==> config.mk <==
export PLATFORM = sky130hd
export DESIGN_NAME = output_unit_credit_ctrl
export DESIGN_NICKNAME = d
export VERILOG_FILES = /design/src/rtl/output_unit_credit_ctrl.sv
export SDC_FILE = /design/constraint.sdc
export NUM_CORES = 1
export LEC_CHECK = 0
export ABC_CLOCK_PERIOD_IN_PS = 1500
export CAP_MARGIN = 20
export CORE_MARGIN = 2
export CORE_UTILIZATION = 36
export CTS_BUF_LIST = sky130_fd_sc_hd__clkbuf_2 sky130_fd_sc_hd__clkbuf_4 sky130_fd_sc_hd__clkbuf_8
export CTS_CLUSTER_DIAMETER = 30
export DETAILED_ROUTE_END_ITERATION = 8
export MAX_ROUTING_LAYER = met4
export PLACE_DENSITY = 0.77
export RECOVER_POWER = 50
export SETUP_SLACK_MARGIN = 0.5
export SLEW_MARGIN = 5
export SYNTH_ARGS = -nofsm -noshare
export SYNTH_HDL_FRONTEND = slang
export SYNTH_SLANG_ARGS = --single-unit
==> constraint.sdc <==
create_clock -name clk -period 1.5 [get_ports clk]
set_input_delay 0.15 -clock clk [delete_from_list [all_inputs] [get_ports clk]]
set_output_delay 0.15 -clock clk [all_outputs]
set_load 0.005 [all_outputs]
==> src/rtl/output_unit_credit_ctrl.sv <==
// Upstream credit controller for one router output port: tracks downstream FIFO credits,
// registers the switch-traversal flit onto the link and flags credit protocol violations.
module output_unit_credit_ctrl #(
   parameter int unsigned DATA_WIDTH = 36,
   parameter int unsigned BUF_DEPTH  = 4,
   parameter int unsigned CNT_WIDTH  = $clog2(BUF_DEPTH + 1)
) (
   input  logic                  clk,
   input  logic                  rst,
   input  logic                  credit_decre,
   input  logic                  credit_in,
   input  logic                  st_valid,
   input  logic [DATA_WIDTH-1:0] st_data,
   output logic                  credit_avail,
   output logic [CNT_WIDTH-1:0]  credit_count,
   output logic                  out_valid,
   output logic [DATA_WIDTH-1:0] out_data,
   output logic                  err_underflow,
   output logic                  err_overflow,
   output logic                  err_orphan
);

   typedef enum logic [1:0] {
      StInit,
      StRun,
      StErr
   } state_e;

   localparam logic [CNT_WIDTH-1:0] MaxCnt = CNT_WIDTH'(BUF_DEPTH);
   localparam logic [CNT_WIDTH-1:0] OneCnt = CNT_WIDTH'(1);

   state_e                  state_q, state_d;
   logic [CNT_WIDTH-1:0]    cnt_q, cnt_d;
   logic                    pending_q, pending_d;
   logic                    out_valid_q, out_valid_d;
   logic [DATA_WIDTH-1:0]   out_data_q, out_data_d;
   logic                    err_uf_q, err_uf_d;
   logic                    err_of_q, err_of_d;
   logic                    err_orph_q, err_orph_d;

   always_comb begin
      cnt_d       = cnt_q;
      err_uf_d    = err_uf_q;
      err_of_d    = err_of_q;
      err_orph_d  = err_orph_q;
      pending_d   = credit_decre;
      out_valid_d = st_valid;
      out_data_d  = st_valid ? st_data : '0;

      // Simultaneous decrement and return cancel out, so only the lone cases move the count.
      case ({credit_decre, credit_in})
         2'b10: begin
            if (cnt_q == '0) err_uf_d = 1'b1;
            else             cnt_d    = cnt_q - OneCnt;
         end
         2'b01: begin
            if (cnt_q == MaxCnt) err_of_d = 1'b1;
            else                 cnt_d    = cnt_q + OneCnt;
         end
         default: ;
      endcase

      // The input unit drives ST one cycle after its grant, so a flit needs last cycle's decre.
      if (st_valid && !pending_q) err_orph_d = 1'b1;
   end

   always_comb begin
      state_d = state_q;
      case (state_q)
         StInit:  state_d = StRun;
         StRun:   state_d = StRun;
         StErr:   state_d = StErr;
         default: state_d = StErr;
      endcase
      if (err_uf_q || err_of_q || err_orph_q) state_d = StErr;
   end

   always_ff @(posedge clk or posedge rst) begin
      if (rst) begin
         state_q     <= StInit;
         cnt_q       <= MaxCnt;
         pending_q   <= 1'b0;
         out_valid_q <= 1'b0;
         out_data_q  <= '0;
         err_uf_q    <= 1'b0;
         err_of_q    <= 1'b0;
         err_orph_q  <= 1'b0;
      end else begin
         state_q     <= state_d;
         cnt_q       <= cnt_d;
         pending_q   <= pending_d;
         out_valid_q <= out_valid_d;
         out_data_q  <= out_data_d;
         err_uf_q    <= err_uf_d;
         err_of_q    <= err_of_d;
         err_orph_q  <= err_orph_d;
      end
   end

   assign credit_avail  = (state_q == StRun) && (cnt_q != '0);
   assign credit_count  = cnt_q;
   assign out_valid     = out_valid_q;
   assign out_data      = out_data_q;
   assign err_underflow = err_uf_q;
   assign err_overflow  = err_of_q;
   assign err_orphan    = err_orph_q;

endmodule

Yosys cells after proc, flatten, opt, wreduce, memory -nomap -nowiden --
Index checks and enable logic that the tools add are counted.
Storage, ports and cells: register bits after elaboration 46, input bits 41, output and inout bits 44
Operators by class: add/subtract/negate cells 2, equal/unequal tests 6, muxes and demuxes 6, reduce and logical (&&, ||, !) cells 13
Operator list (count):
- 2-to-1 mux 36 bit | 1
- 2-to-1 mux 3 bit | 2
- one-hot mux 3 bit (2 select lines) | 1
- == test 2 x 1 -> 1 bit, second input constant | 2
- 2-to-1 mux 2 bit | 2
- != test 2 bit, second input constant | 2
- AND reduction 2 bit | 2
- adder 3 x 1 -> 3 bit, second input constant | 1
- == test 3 bit, second input constant | 1
- zero test 3 bit | 1
- AND reduction 3 bit | 1
- nonzero test 3 bit | 1
- subtractor 3 x 1 -> 3 bit, second input constant | 1
- == test 2 bit, second input constant | 1
- logical AND 1 bit | 2
- zero test 2 bit | 1
- logical OR 1 bit | 2
- nonzero test 2 bit | 1
- OR reduction 2 bit | 1
- zero test 1 bit | 1

Longest topological paths before layout --
Gate-level depths: netlist (run 1).
depth after elaboration 4, mapped depth 7

Worst setup path before layout (run 1) --
OpenSTA, ideal clock, no wires.
path kind reg-to-reg, start point register cnt_q[0], in the netlist credit_count[0], end point register cnt_q[2], in the netlist credit_count[2], library setup time 0.087 ns, arrival 1.475 ns, required time 1.413 ns, setup slack -0.062 ns, stages on the path, launching flop included 5, path buffers 0, clock period less this slack 1.562 ns, cell sequence dfrtp_1 > fa_1 > or3b_1 > a21oi_2 > a221oi_2
On the way: longest elaborated chain between the ends 3, elaborated cells between the ends (all ways) 10, those cells by class add/sub: 2; eq/ne: 3; mux: 3; reduce/logical: 2
RTL lines:
- start, declared | line 33 | logic [CNT_WIDTH-1:0] cnt_q, cnt_d;
- start signal, assigned | line 81 | cnt_q <= MaxCnt;
- start signal, assigned | line 90 | cnt_q <= cnt_d;
- adder 3 x 1 -> 3 bit, or another cell as far along | line 58 | else cnt_d = cnt_q + OneCnt;
- 2-to-1 mux 3 bit, or another cell as far along | line 57 | if (cnt_q == MaxCnt) err_of_d = 1'b1;
- one-hot mux 3 bit (2 select lines) or AND reduction 3 bit (tied branches)
Several ways; a longest one is shown, not always the timed one. The select of a mux whose other input is x is not followed. A chain may end at the register's enable or synchronous reset.

Worst setup path in the final report (run 1) --
start point register cnt_q[1], in the netlist credit_count[1], end point register cnt_q[2], in the netlist credit_count[2]
Same word-level chain as after synthesis.

==> results of run 1 <==
-- state kept, by name, summed over array words and instances (netlist names) --
name / flops
err_overflow: 1
out_data: 36
err_underflow: 1
credit_count: 3
err_orphan: 1
state_q: 2
out_valid: 1
pending_q: 1
-- per-stage QoR --
step | std cells | hold slack, ns | setup slack [ns] | setup TNS, ns
floorplan | 118 | 0.167 | 0.0504 | 0
global placement | 261 | 0.468 | -0.373 | -0.480
detailed placement | 261 | 0.475 | -0.442 | -0.611
CTS | 276 | 0.175 | 0.0541 | 0
global route | 280 | 0.268 | 0.00147 | 0
finish | 280 | 0.289 | 0.0793 | 0
-- metal layers --
metal / global-route usage, % / part of all wire [%] / vias up
met5: - / 0 / -
met4: 6.29 / 0.61 / 0
met3: 5.27 / 8.6 / 2
met2: 24.9 / 51 / 63
met1: 18.8 / 39 / 588
li1: - / - / 588
-- kinds of logic after synthesis --
| family | after synthesis |
|---|---|
| AO/OA/AOI/OAI | 8 |
| adder cells (fa/ha/maj) | 3 |
| buffers and inverters | 11 |
| flip-flops | 46 |
| multiplexers | 2 |
| AND/OR/NAND/NOR | 48 |
-- placed cells by master (no fill, tap or decap), drive strengths merged, types with 2 or more instances in the layout --
master	instances
nor3	2
clkinv	2
ha	2
dfrtp	45
inv	6
clkbuf	11
dlygate4sd2	3
mux2i	2
nand2	2
clkinvlp	2
dlygate4sd3	2
and2	36
nor2	3
a21o	3
buf	58
clkdlybuf4s50	36
-- what timing repair did --
| action | in CTS | in global routing |
|---|---|---|
| setup endpoints to repair | 50 | 10 |
| cloned | 0 | 0 |
| setup buffers | 7 | 4 |
| pin swaps | 4 | 1 |
| resized for setup | 184 | 8 |
-- cell type report --
| cell class | instances | area share [%] |
|---|---|---|
| sequential | 46 | 44.0 |
| timing repair buffer | 106 | 30.7 |
| multi-input combinational | 61 | 18.3 |
| clock buffer | 5 | 2.62 |
| tap | 52 | 2.48 |
| inverter | 7 | 1.05 |
| clock inverter | 3 | 0.811 |
-- where the power goes --
part	total [uW]	leakage (uW)	internal (uW)	switching, uW
logic	1030	0.000666	637	392
registers	1450	0.000571	1370	75.3
clock network	721	0.0000441	327	394
-- worst paths after layout --
kind,startpoint,to,slack [ns],depth (start not counted)
worst max-delay path,credit_count[1],credit_count[2],0.08,4
worst min-delay path,credit_decre,pending_q,0.29,2
worst max register to register,credit_count[1],credit_count[2],0.08,4
worst min register to register,pending_q,err_orphan,0.53,2
max in group asynchronous,rst,out_data[20],0.41,3
min in group asynchronous,rst,err_orphan,0.37,2
==> flow_summary.json, run 1 <==
{
  "synth-warning-count": 0,
  "seq_area_frac_synth_pct": 71.1,
  "timing.critical_path.cells": "fa_2, or3b_1, a21oi_2, a221oi_2",
  "worst-endpoint-arrival_ns": 1.63,
  "multiInputGateArea_um2": 480,
  "fin_skew_ns": 0.00536,
  "clkSinkCount": 46,
  "peakVddDrop_uv": 621,
  "largest_net_degree_at_the_start_of_global_routing": 23,
  "pin_count": 85,
  "detailed_place.area_mm2": 0.00261,
  "slew_headroom_pct": 55.4,
  "first_global_vias": 1309,
  "diodes": 0,
  "path_class": "flop to flop",
  "antenna_left": 0,
  "synth.ff_latch_count": 46,
  "tot_pwr_uw": 3190,
  "critPathMaxFanout": 3,
  "synth_edf_count": 0,
  "worst_path_largest_cell_delay_ns": 0.44,
  "synth_top_area_share_pct": 69.5,
  "coreArea_mm2": 0.00435,
  "area_growth_syn_to_layout_pct": 61.9,
  "power_density_mw_per_mm2": 1220,
  "seq_area_mm2": 0.00115,
  "slowest_stage": "sky130_fd_sc_hd__dfrtp_2",
  "netlist_top_cells_count": "45 x sky130_fd_sc_hd__dfrtp_1, 36 x sky130_fd_sc_hd__and2_1, 7 x sky130_fd_sc_hd__inv_1",
  "startpoint_type": "flop",
  "grt_usage_pct": 15.8,
  "post_synth_xor_area_fraction_pct": 0,
  "synth.area.top_cells": "sky130_fd_sc_hd__dfrtp_1 69%, sky130_fd_sc_hd__and2_1 14%, sky130_fd_sc_hd__dfstp_2 1.6%",
  "mux_contribution_to_synthesized_area_pct": 1.24,
  "yosys.area_share.adder_pct": 2.78,
  "cts_htree_levels": 2,
  "cts_tree": "built",
  "largest_family_of_logic_cells_by_synthesized_area": "simple AND/OR/NAND/NOR gates",
  "drv_slew": 0,
  "timing.final.crit_period_ns": 1.42,
  "route.detailed.drc": 0,
  "cts_root_buf": "sky130_fd_sc_hd__clkbuf_8",
  "hold_bufs_inserted_after_cts": 0,
  "die_h_um": 71.1,
  "initial_core_util_pct": 37.2,
  "final_hold_viol_count": 0,
  "cts_made_buffers": 5,
  "floorplan.die_area_mm2": 0.00505,
  "compound_gate_fraction_of_synth_area_pct": 4.09,
  "drive_above_1_share_pct": 37.7,
  "dp_hpwl_mm": 2.75,
  "min_path_type": "primary input to flop",
  "maxCapViolCount": 0,
  "run_status": "complete, no violations",
  "max_freq_mhz": 704,
  "finalNetCount": 271,
  "post-synth-top-area-cell": "sky130_fd_sc_hd__dfrtp_1",
  "async_reset_ff_share_pct": 100,
  "yosys.cell_types.count": 23,
  "fp-row-count": 24,
  "grt_remaining_overflow": 0,
  "post-synth-top-count-cell": "sky130_fd_sc_hd__dfrtp_1",
  "antenna_found_initial": 0,
  "finish.utilization_pct": 60.3,
  "worst-path-buf-inv": 0,
  "clk_pin_slew_ns": 0.08,
  "dr.pass1.iters": 4,
  "power.static_leakage_uw": 0.00128,
  "cts-root-to-sink-buffers": 2,
  "finish.instance_area_mm2": 0.00262,
  "cp-end-kind": "flop",
  "syn_inst": 118,
  "drt_iter0_markers": 56,
  "io_buffers": 84,
  "num-fill-cells": 360,
  "post_drt_wl_per_cell_um": 12.8,
  "grt_pass1_wl_mm": 5.86,
  "vias": 1241,
  "synth_area_mm2": 0.00162,
  "setup-violations-final": 0,
  "synth_top_flop_cell": "sky130_fd_sc_hd__dfrtp_1",
  "postRouteWirelength_mm": 3.58,
  "postSynthNetCount": 162,
  "yosys.area_share.simple_pct": 18.0,
  "worstSkewPairLatency_ns": 0.29,
  "cpLargestDelayFamily": "flip-flops",
  "rsz0062_at_grt": "yes",
  "globalplace.congestion": 0.785,
  "cp_data_required_time_ns": 1.71,
  "post-route-period-util_pct": 94.7,
  "fp.dieW_um": 71.1,
  "postSynthAreaPerCell_um2": 13.7,
  "worst_slew_pin_slew_ns": 0.666,
  "detail_route.vias_per_cell": 4.43
}
No activity file was read; power rests on OpenSTA's default activity.
==> run 2, diff against run 1 <==
--- a/config.mk
+++ b/config.mk
@@ -5,18 +5,21 @@
 export SDC_FILE = /design/constraint.sdc
 export NUM_CORES = 1
 export LEC_CHECK = 0
+export ABC_AREA = 1
 export ABC_CLOCK_PERIOD_IN_PS = 1500
 export CAP_MARGIN = 20
 export CORE_MARGIN = 2
-export CORE_UTILIZATION = 36
+export CORE_UTILIZATION = 37
 export CTS_BUF_LIST = sky130_fd_sc_hd__clkbuf_2 sky130_fd_sc_hd__clkbuf_4 sky130_fd_sc_hd__clkbuf_8
 export CTS_CLUSTER_DIAMETER = 30
 export DETAILED_ROUTE_END_ITERATION = 8
 export MAX_ROUTING_LAYER = met4
-export PLACE_DENSITY = 0.77
+export PLACE_DENSITY = 0.78
 export RECOVER_POWER = 50
+export REMOVE_ABC_BUFFERS = 1
 export SETUP_SLACK_MARGIN = 0.5
 export SLEW_MARGIN = 5
 export SYNTH_ARGS = -nofsm -noshare
 export SYNTH_HDL_FRONTEND = slang
 export SYNTH_SLANG_ARGS = --single-unit
+export TNS_END_PERCENT = 20
==> run 2 against run 1 <==
Non-clock buffer count fell by 5. Synthesized cell count grew 40%. Worst setup slack better by 0.11 ns. Cell count increased by 15%. Power increased by 2.7%. Sequential share of layout area decreased by 3.0 points.
==> flow_summary.json, run 2 <==
{
  "run_status": "complete, no violations",
  "detail_route.vias_per_cell": 4.14,
  "hold_bufs_inserted_after_cts": 0,
  "worst_r2r_endpoint": "credit_count[2]",
  "cts_root_buf": "sky130_fd_sc_hd__clkbuf_8",
  "netlist_top_cells_count": "51 x sky130_fd_sc_hd__nand2_1, 49 x sky130_fd_sc_hd__inv_1, 45 x sky130_fd_sc_hd__dfrtp_1, 4 x sky130_fd_sc_hd__buf_2, 4 x sky130_fd_sc_hd__nand3_1",
  "fin_ws_ns": 0.192,
  "num-fill-cells": 369,
  "post_drt_wl_per_cell_um": 11.4,
  "antenna_found_initial": 0,
  "timing.rr.start": "credit_count[0]",
  "worstSkewPairLatency_ns": 0.29,
  "postRouteWirelength_mm": 3.68,
  "multiInputGateArea_um2": 362,
  "cts_made_buffers": 5,
  "setup-violations-final": 0,
  "worst_slew_pin_slew_ns": 0.690,
  "io_buffers": 84,
  "synth_area_mm2": 0.00167,
  "endpoint": "credit_count[2]",
  "grt_usage_pct": 15.8,
  "worst-endpoint-arrival_ns": 1.54,
  "fp.dieW_um": 71.2,
  "layout.cells.most_common": "sky130_fd_sc_hd__clkdlybuf4s50_1",
  "floorplan.die_area_mm2": 0.00506,
  "synth.area.top_cells": "sky130_fd_sc_hd__dfrtp_1 67%, sky130_fd_sc_hd__nand2_1 11%, sky130_fd_sc_hd__inv_1 11%",
  "fp-row-count": 24,
  "cp_data_required_time_ns": 1.74,
  "drv_slew": 0,
  "largest_register_ff_count": 36,
  "vias": 1333,
  "yosys.cell_types.count": 15,
  "tightest_hold_margin_ns": 0.247,
  "cts_htree_levels": 2,
  "die_h_um": 71.2,
  "initial_core_util_pct": 38.3,
  "globalplace.congestion": 0.856,
  "route.detailed.drc": 0,
  "place_worst_setup_slack_ns": -0.162,
  "max_freq_mhz": 765,
  "finalNetCount": 313,
  "area_growth_syn_to_layout_pct": 68.7,
  "maxCapViolCount": 0,
  "diodes": 0,
  "cts-root-to-sink-buffers": 2,
  "grt_remaining_overflow": 0,
  "coreArea_mm2": 0.00435,
  "antenna_left": 0,
  "synth_edf_count": 0,
  "ff2ff_path_depth": 7,
  "startpoint": "credit_count[0]",
  "reg2reg_setup_slack_ns": 0.19,
  "seq_area_frac_synth_pct": 69.0,
  "critPathMaxFanout": 3,
  "rsz0062_at_grt": "yes",
  "post-route-period-util_pct": 87.2,
  "grt_pass1_wl_mm": 6.02,
  "final_hold_viol_count": 0,
  "clk_pin_slew_ns": 0.09,
  "finish.utilization_pct": 64.7,
  "synth_top_area_share_pct": 67.5,
  "fin_skew_ns": 0.00595,
  "syn_inst": 165,
  "cts_tree": "built",
  "post-synth-top-count-cell": "sky130_fd_sc_hd__nand2_1",
  "synth_top_flop_cell": "sky130_fd_sc_hd__dfrtp_1",
  "placedCellCount": 305,
  "synth.ff_latch_count": 46,
  "power_density_mw_per_mm2": 1160,
  "first_global_vias": 1367,
  "path_class": "flop to flop",
  "postSynthAreaPerCell_um2": 10.1,
  "timing.hold.worst.start": "credit_decre",
  "post-synth-top-area-cell": "sky130_fd_sc_hd__dfrtp_1",
  "slew_headroom_pct": 54.0,
  "peakVddDrop_uv": 894,
  "synth-warning-count": 0,
  "async_reset_ff_share_pct": 100,
  "drt_iter0_markers": 68,
  "dp_hpwl_mm": 2.59,
  "clkSinkCount": 46,
  "drive_above_1_share_pct": 18.9,
  "largest_net_degree_at_the_start_of_global_routing": 39,
  "power.static_leakage_uw": 0.00167,
  "timing.final.crit_period_ns": 1.31,
  "seq_area_mm2": 0.00115,
  "min_path_type": "primary input to flop",
  "pin_count": 85,
  "final_cell_count_no_fill": 322,
  "leading_cell_types_in_the_layout_fill_and_taps_excluded": "51 x sky130_fd_sc_hd__clkdlybuf4s50_1, 49 x sky130_fd_sc_hd__nand2_1, 45 x sky130_fd_sc_hd__inv_1",
  "cp-end-kind": "flop",
  "dr.pass1.iters": 4,
  "startpoint_type": "flop"
}
## run 2: changes by cell type in the layout (fill, tap and decap cells not counted), sizes merged, moves of 5 or more
cell           before  now
clkdlybuf4s50      36   51
and2               36    0
nand3               0    5
inv                 6   50
buf                58   23
nand2               2   51
dlygate4sd2         3   19
## run 2: what timing repair did
action	4_1_cts	5_1_grt
gates resized for setup	58	21
pin swaps	4	5
buffers inserted	9	0
endpoints found under the setup margin	49	48
## run 2: cells by family (layout without fill, tap and decap cells)
kind of cell,Yosys count,after routing,synth area share (%)
buf+inv,53,158,12.2
flops,46,46,69.0
compound gates,3,3,0.899
simple gates,60,60,15.1
fa+ha+maj,3,3,2.70
## run 2: worst min-delay path by stage
stage	endpoint	depth (start not counted)
2_1_floorplan	out_valid	0
3_3_place_gp	err_orphan	1
3_5_place_dp	err_orphan	1
4_1_cts	out_data[1]	2
5_1_grt	pending_q	2
6_report	pending_q	2
## run 2: area by class of cell
class                   count  share of cell area, %
well taps                  52                   2.31
repair buffers            101                   33.3
flip-flops and latches     46                   41.0
multi-input cells          66                   12.8
clock buffers               5                   2.44
clock inverters             3                   1.55
inverters                  49                   6.53
## run 2: critical path: stages, from the launching register on
cell and delay [ns]:
sky130_fd_sc_hd__dfrtp_2 0.43, sky130_fd_sc_hd__buf_6 0.12, sky130_fd_sc_hd__fa_2 0.38, sky130_fd_sc_hd__inv_2 0.06, sky130_fd_sc_hd__nand3_2 0.05, sky130_fd_sc_hd__nand2_1 0.07, sky130_fd_sc_hd__nand3_1 0.06, sky130_fd_sc_hd__nand2_1 0.07
## run 2: routing by layer
layer	up-vias	share of wire, %	routed length (um)	GRT usage [%]
li1	664	-	-	-
met1	605	38	1400	17.5
met5	-	0	0	-
met2	52	52	1930	26.4
met3	12	6.7	246	5.84
met4	0	2.8	103	5.24
## run 2: power breakdown
part | leakage (uW) | total (uW) | internal, uW | switching (uW)
Combinational | 0.00104 | 983 | 574 | 409
Clock | 0.0000585 | 904 | 499 | 404
Sequential | 0.000569 | 1390 | 1350 | 48.0
Total | 0.00167 | 3280 | 2420 | 861
## run 2: through the flow
stage	power (uW)	area, um2	TNS [ns]
final	3280	2820	0
after global routing	3480	2820	0
after CTS	3210	2800	0
after detailed placement	2120	2640	-0.372
after global placement	2100	2640	-0.294
after floorplan	1670	1650	0
==> RTL edit, RTL diff (config.mk and constraints of run 2) <==
`out_data_q` no longer has a reset.
--- a/src/rtl/output_unit_credit_ctrl.sv
+++ b/src/rtl/output_unit_credit_ctrl.sv
@@ -81,7 +81,6 @@
          cnt_q       <= MaxCnt;
          pending_q   <= 1'b0;
          out_valid_q <= 1'b0;
-         out_data_q  <= '0;
          err_uf_q    <= 1'b0;
          err_of_q    <= 1'b0;
          err_orph_q  <= 1'b0;
@@ -90,11 +89,14 @@
          cnt_q       <= cnt_d;
          pending_q   <= pending_d;
          out_valid_q <= out_valid_d;
-         out_data_q  <= out_data_d;
          err_uf_q    <= err_uf_d;
          err_of_q    <= err_of_d;
          err_orph_q  <= err_orph_d;
       end
+   end
+
+   always_ff @(posedge clk) begin
+      out_data_q <= out_data_d;
    end
 
    assign credit_avail  = (state_q == StRun) && (cnt_q != '0);
Behaviour: not the same (a bounded check fails within 4 cycles, from zero or initial values and one cycle with rst high).
==> RTL edit against run 2 <==
  * Wire length shrank 15%
  * Hold slack better by 0.025 ns
  * Sequential cell count unchanged
  * Cell area decreased by 8.6%
  * Sequential share of layout area shrank 3.1 points
  * Global-route usage down 0.22 points
  * Synthesized cell count is the same
  * Setup slack worse by 0.0018 ns
  * Total power decreased by 13%
  * First-iteration DRC count shrank 18%
  * Synthesized area fell by 9.1%
==> RTL edit: results (changes against run 2) <==
# fillers 350 (was 369); worst-path fanout max 2 (was 3); FFs w/ async S/R, synth 0.217 (was 1.00); Final #Nets 308 (was 313); Post-CTS Setup Repair Bufs 5 (was 9); largest net degree at the start of global routing 20 (was 39); vias in the first global route 1118 (was 1367); Internal Power 2.11 mW (was 2.42 mW); Reg-to-Reg End credit_count[1] (was credit_count[2]); proportion of power drawn by flip-flops and latches 0.492 (was 0.425); DR iter-0 viols 56 (was 68); WL per Instance 9.95 um (was 11.4 um); first-pass GRT wire length 5.05 mm (was 6.02 mm); Critical path origin credit_count[2] (was credit_count[0]); Inst Count DP 302 (was 305); Area after DPL 2440 um2 (was 2640 um2); relative slew slack 0.497 (was 0.540); Pleak 1.26 nW (was 1.67 nW); Via Count 1244 (was 1333); placed wire-length estimate 2.37 mm (was 2.59 mm); Reg2Reg Setup Slack 0.26 ns (was 0.19 ns); worst vdd ir 0.732 mV (was 0.894 mV); Cell variety after synth 21 (was 15); GPL Wtd Cong 0.749 (was 0.856); hold crit path type in -> async (was in -> reg); Worst Reg2Reg Path Length in Cells 3 (was 7); slowest stage delay, CP 0.54 ns (was 0.43 ns); top cells by area, synth dfxtp_1 (48%), dfrtp_1 (15%), nand2_1 (12%), inv_2 (8.4%), inv_1 (3.5%) (was dfrtp_1 (67%), nand2_1 (11%), inv_1 (11%), dfstp_2 (1.6%), ha_1 (1.5%)); list of most frequent post-synthesis cells nand2_1 (50), dfxtp_1 (36), inv_2 (34) (was nand2_1 (51), inv_1 (49), dfrtp_1 (45)); status finished, final reports clean (unchanged); sequential share of the synthesized area 0.641 (was 0.690); total track usage 0.156 (was 0.158); Resized cells post-CTS 36 (was 58); share of layout cells above drive strength 1 0.158 (was 0.189); Routed WL 3.13 mm (was 3.68 mm); crit path DAT 1.16 ns (was 1.54 ns); combinational power 0.724 mW (was 0.983 mW); Setup crit end credit_avail (was credit_count[2])
==> RTL edit: through the flow <==
step           setup WS (ns)  total power, mW  hold slack [ns]   util
6_report               0.190             2.87            0.272  0.648
5_1_grt               0.0963             3.06            0.280  0.648
4_1_cts                0.167             2.91            0.131  0.647
3_5_place_dp          -0.186             2.11            0.404  0.616
3_3_place_gp          -0.130             2.09            0.403  0.616
2_1_floorplan          0.279             1.70          -0.0105      -
==> RTL edit: per-layer routing <==
layer	global-route usage	share of wire
met4	0.0675	0.013
met5	-	0
met1	0.171	0.38
met3	0.0576	0.088
met2	0.255	0.52
==> RTL edit: area by class of cell <==
type / instances / area (um2) / area share
tap: 50 / 62.6 / 0.0243
sequential: 46 / 975 / 0.379
timing repair buffer: 96 / 912 / 0.354
clock inverter: 2 / 13.8 / 0.00535
inverter: 49 / 185 / 0.0719
clock buffer: 6 / 76.3 / 0.0297
multi-input combinational: 66 / 349 / 0.136
